$ cat config.mk
export PLATFORM = sky130hd
export DESIGN_NAME = dma_seq_ctrl
export DESIGN_NICKNAME = d
export VERILOG_FILES = /design/src/rtl/dma_seq_ctrl.sv
export SDC_FILE = /design/constraint.sdc
export NUM_CORES = 1
export LEC_CHECK = 0
export ABC_CLOCK_PERIOD_IN_PS = 3750
export CORE_ASPECT_RATIO = 1.4
export CORE_MARGIN = 2
export CORE_UTILIZATION = 32
export DETAILED_ROUTE_END_ITERATION = 7
export PLACE_DENSITY = 0.78
export SLEW_MARGIN = 5
export SYNTH_ARGS = -nofsm -noshare
export SYNTH_HDL_FRONTEND = slang
export SYNTH_SLANG_ARGS = --single-unit
$ cat constraint.sdc
create_clock -name clk -period 3.75 [get_ports clk]
set_input_delay 0.75 -clock clk [delete_from_list [all_inputs] [get_ports clk]]
set_output_delay 0.75 -clock clk [all_outputs]
set_load 0.05 [all_outputs]
$ cat src/rtl/dma_seq_ctrl.sv
// ---------------------------------------------------------------------------
// dma_seq_ctrl
//
// Sequencer for an Am2940-style DMA generator. Takes one transfer command,
// loads an external address counter and an external word counter, then
// issues one bus-transfer request per word, stepping both counters on every
// acknowledge until the word count runs out or the transfer is aborted.
//
// Ports
//   clk, res                  clock (rising edge), async active-high reset
//   cmd_valid / cmd_ready     command handshake; accepted when both high
//   cmd_addr, cmd_count       start address, word count (0 = 2^CNT_W words)
//   cmd_mode                  bit0: 1 = address up; bit1: 1 = hold address
//   abort                     terminate the current transfer
//   addr_load/en/up, addr_data, addr_carry   address counter interface
//   wc_load/en/up, wc_data, wc_count         word counter interface
//   xfer_req / xfer_ack       bus transfer request / completion
//   busy, done, aborted, wrapped             status
// ---------------------------------------------------------------------------
module dma_seq_ctrl #(
  parameter int CNT_W = 4
) (
  input  logic             clk,
  input  logic             res,
  input  logic             cmd_valid,
  output logic             cmd_ready,
  input  logic [CNT_W-1:0] cmd_addr,
  input  logic [CNT_W-1:0] cmd_count,
  input  logic [1:0]       cmd_mode,
  input  logic             abort,
  output logic             addr_load,
  output logic             addr_en,
  output logic             addr_up,
  output logic [CNT_W-1:0] addr_data,
  input  logic             addr_carry,
  output logic             wc_load,
  output logic             wc_en,
  output logic             wc_up,
  output logic [CNT_W-1:0] wc_data,
  input  logic [CNT_W-1:0] wc_count,
  output logic             xfer_req,
  input  logic             xfer_ack,
  output logic             busy,
  output logic             done,
  output logic             aborted,
  output logic             wrapped
);

  typedef enum logic [2:0] {
    S_IDLE,
    S_LOAD,
    S_SETTLE,
    S_XFER,
    S_DONE
  } state_t;

  state_t           state_q, state_d;
  logic [CNT_W-1:0] addr_q, addr_d;
  logic [CNT_W-1:0] count_q, count_d;
  logic [1:0]       mode_q, mode_d;
  logic             wrapped_q, wrapped_d;
  logic             aborted_q, aborted_d;
  logic             ready_q, ready_d;
  logic             busy_q, busy_d;
  logic             load_q, load_d;
  logic             done_q, done_d;

  logic             in_xfer;
  logic             abort_act;
  logic             ack_ok;
  logic             last_word;

  // Abort only matters while a transfer is being set up or running; in IDLE
  // there is nothing to stop and DONE always completes.
  assign in_xfer   = (state_q == S_XFER);
  assign abort_act = abort && ((state_q == S_LOAD) || (state_q == S_SETTLE) ||
                               in_xfer);
  // Abort wins over a coincident acknowledge: that word is not counted.
  assign ack_ok    = in_xfer && xfer_ack && !abort;

  // The word counter counts down and the last word is the one acknowledged
  // while it reads 1. A count of 0 loads 0, the first acknowledge steps it
  // through 0 to all-ones, and the same compare then ends the run after
  // 2^CNT_W words without any special case.
  assign last_word = (wc_count == CNT_W'(1));

  always_comb begin
    state_d   = state_q;
    addr_d    = addr_q;
    count_d   = count_q;
    mode_d    = mode_q;
    wrapped_d = wrapped_q;
    aborted_d = 1'b0;

    case (state_q)
      S_IDLE: begin
        if (cmd_valid) begin
          addr_d    = cmd_addr;
          count_d   = cmd_count;
          mode_d    = cmd_mode;
          wrapped_d = 1'b0;
          state_d   = S_LOAD;
        end
      end
      S_LOAD:   state_d = S_SETTLE;
      S_SETTLE: state_d = S_XFER;
      S_XFER: begin
        if (xfer_ack && last_word) state_d = S_DONE;
      end
      S_DONE:   state_d = S_IDLE;
      default:  state_d = S_IDLE;
    endcase

    if (abort_act) begin
      state_d   = S_IDLE;
      aborted_d = 1'b1;
    end

    // The address counter rolls over on the same edge it is enabled at its
    // terminal value; that edge marks the transfer as wrapped.
    if (addr_en && addr_carry) wrapped_d = 1'b1;
  end

  // Status and load strobes are registered copies of the next-state decode,
  // so they line up exactly with the state they describe.
  always_comb begin
    ready_d = (state_d == S_IDLE);
    busy_d  = (state_d != S_IDLE);
    load_d  = (state_d == S_LOAD);
    done_d  = (state_d == S_DONE);
  end

  always_ff @(posedge clk or posedge res) begin
    if (res) begin
      state_q   <= S_IDLE;
      addr_q    <= '0;
      count_q   <= '0;
      mode_q    <= '0;
      wrapped_q <= 1'b0;
      aborted_q <= 1'b0;
      ready_q   <= 1'b1;
      busy_q    <= 1'b0;
      load_q    <= 1'b0;
      done_q    <= 1'b0;
    end else begin
      state_q   <= state_d;
      addr_q    <= addr_d;
      count_q   <= count_d;
      mode_q    <= mode_d;
      wrapped_q <= wrapped_d;
      aborted_q <= aborted_d;
      ready_q   <= ready_d;
      busy_q    <= busy_d;
      load_q    <= load_d;
      done_q    <= done_d;
    end
  end

  assign cmd_ready = ready_q;
  assign busy      = busy_q;
  assign done      = done_q;
  assign aborted   = aborted_q;
  assign wrapped   = wrapped_q;

  assign addr_load = load_q;
  assign addr_data = addr_q;
  // Direction only changes on command accept, so it is stable from LOAD on.
  assign addr_up   = mode_q[0];
  assign addr_en   = ack_ok && !mode_q[1];

  assign wc_load   = load_q;
  assign wc_data   = count_q;
  assign wc_up     = 1'b0;
  assign wc_en     = ack_ok;

  assign xfer_req  = in_xfer;

endmodule

==> flow_summary.ini <==
[outcome]
outcome = complete, no violations

[worst_setup_path]
slowest_delay_ns = 0.81
path_cells = clkdlybuf4s50_1, nor2_1, and4bb_2, clkdlybuf4s50_1
endpoint_kind = output port
worstSetupPathType = in -> out
cp.required_ns = 3.00
worst_setup_path_start_kind = input pin
cp_slowest_cell = clkdlybuf4s50_1
crit_fanout = 6
worstPathArrival_ns = 2.58
cpMostUsedCell = clkdlybuf4s50_1

[detailed_routing]
via_count = 564
wl_mm = 1.45
dr.pass1.iters = 3
avgRoutedWirePerCell_um = 11.3
route.detailed.drc = 0
vias_per_cell = 4.37
drt-initial-drc-count = 1
antenna_left = 0

[timing]
min_period_ns = 3.33
skew_ns = 0.00413
slew_violations = 0
relSlewSlack_pct = 53.3
tightestPinTransition_ns = 0.699
hold_violations = 0
post-route-period-util_pct = 88.7
grt_setup_unrepaired = no
clock.fmax_ghz = 0.301
setup_viol = 0
fin_tns_setup_ns = 0

[grt]
grt_overflow = 0
grt_max_degree = 20
grt_usage_pct = 11.4
grt_pass1_vias = 607
antenna_found_initial = 0
grt_pass1_wl_mm = 2.52

[synth]
syn_area_um2 = 803
synth-xor-area-share_pct = 0
synth_fp_nets = 78
seq_area_frac_synth_pct = 59.3
synth-edff-count = 0
synth-compound-area-share_pct = 5.45
synth_top_family_by_area = simple AND/OR/NAND/NOR gates
synth.most_common_cell = dfrtp_1
synth-seq-cells = 19
ys.flop_type = dfrtp_1
netlist.area_leader.share_pct = 56.1
synthCells = 58
async_flop_share_pct = 100
muxShareOfSynthArea_pct = 14.0
ys_warn_count = 0
synthSimpleGateAreaFrac_pct = 14.5
ys_top_cells_by_count = dfrtp_1, mux2_2, nor2_1
yosys-top-cells-area = dfrtp_1, mux2_2, dfstp_2, buf_6, nor3b_4
synth_cell_type_count = 24
yosys.area.top_type = dfrtp_1
synth_fa_ha_area_share_pct = 0
synth.avg_cell_area_um2 = 13.8

[floorplan]
fp.coreArea_mm2 = 0.00239
die_height_um = 63.3
start_util_pct = 33.6
rows = 21
ioPinCount = 40
die-area_mm2 = 0.00293
dieWidth_um = 46.3

[final_layout]
drive_gt1_share_pct = 20.0
layout.nets = 116
antenna_cells = 0
area_growth_pct = 50.6
num-fill-cells = 211
postLayoutCoreUtil_pct = 50.6

[clocking]
clk_latency_ns = 0.28
cts-resized-gates = 0
cts_sinks = 19
cts_tree = built
htreeDepth = 1
clk_path_buf_depth = 2
clk_pin_slew_ns = 0.10
post_cts_buffers = 0
cts-hold-fix-buffers = 0
cts_buffers = 3
root_buffer = clkbuf_4

[power_and_ir_drop]
leakagePower_uw = 0.000494
peakVddDrop_v = 0.000494
powerDensity_mw_per_mm2 = 586

[place]
dp.final_hpwl_mm = 1.15
port_buffers = 38
place.gp.congestion = 0.714

[flow_run]
maxCapViolations = 0

[worst_hold_path]
hold_path.class = reg -> reg
## power by group
group          internal [µW]  switching, µW  total [µW]
logic                    131            208         339
registers                253           20.6         273
clock network           41.2           55.5        96.7
## worst paths after layout
check	cells past startpoint	slack, ns	start	to
worst max-delay path	4	0.42	abort	addr_en
worst min-delay path	1	0.51	addr_data[3]$_DFFE_PP0P_	addr_data[3]$_DFFE_PP0P_
worst max register to register	3	1.93	state_q[1]$_DFF_PP0_	wc_data[0]$_DFFE_PP0P_
worst min register to register	1	0.51	addr_data[3]$_DFFE_PP0P_	addr_data[3]$_DFFE_PP0P_
max in group asynchronous	2	2.44	res	aborted$_DFF_PP0_
min in group asynchronous	2	0.87	res	state_q[2]$_DFF_PP0_
## critical path: cells and delay by family
| family | cells | cell delay [ns] |
|---|---|---|
| buf+inv | 2 | 1.30 |
| simple gates | 2 | 0.53 |
## layout by cell type, fill, tap and decap left out, types with 2 or more instances in the layout
cell and n:
nor2_1 3, dfrtp_1 18, clkdlybuf4s50_1 38, nand2_1 2, clkbuf_4 3, nand2b_1 2, mux2_2 10, inv_1 2
nor4_1 2
## through the flow
| step | hold slack [ns] | setup slack, ns | power [µW] | instances | cell area (µm²) |
|---|---|---|---|---|---|
| after CTS | 0.517 | 0.431 | 721 | 129 | 1210 |
| after global routing | 0.534 | 0.309 | 750 | 129 | 1210 |
| after global placement | 0.489 | 0.476 | 615 | 125 | 1180 |
| after detailed placement | 0.493 | 0.431 | 620 | 125 | 1180 |
| after floorplan | 0.473 | 1.65 | 511 | 58 | 803 |
| final | 0.513 | 0.422 | 709 | 129 | 1210 |
## cells by family after synthesis
| group | count (synthesis) |
|---|---|
| AO/OA/AOI/OAI | 5 |
| buffers and inverters | 7 |
| flip-flops | 19 |
| multiplexers | 10 |
| other | 1 |
| AND/OR/NAND/NOR | 16 |
## state kept, by name, summed over array words and instances, names as in the netlist
signal,cells
mode_q,2
cmd_ready,1
wrapped,1
addr_load,1
done,1
wc_data,4
addr_data,4
busy,1
state_q,3
aborted,1
## cell type report
class	instances	area (µm²)	share of cell area [%]
Inverter	2	7.51	0.620
Multi-Input combinational cell	32	277	22.9
Clock buffer	4	26.3	2.17
Sequential cell	19	477	39.4
Tap cell	34	42.5	3.52
Timing Repair Buffer	38	380	31.4
## routing by layer
metal	routed length (µm)	up-vias	global-route usage (%)
li1	-	272	-
met1	560	270	13.8
met3	103	0	2.29
met4	0	0	3.21
met2	789	22	19.6
met5	0	-	0
(Power assumes the default switching activity.)
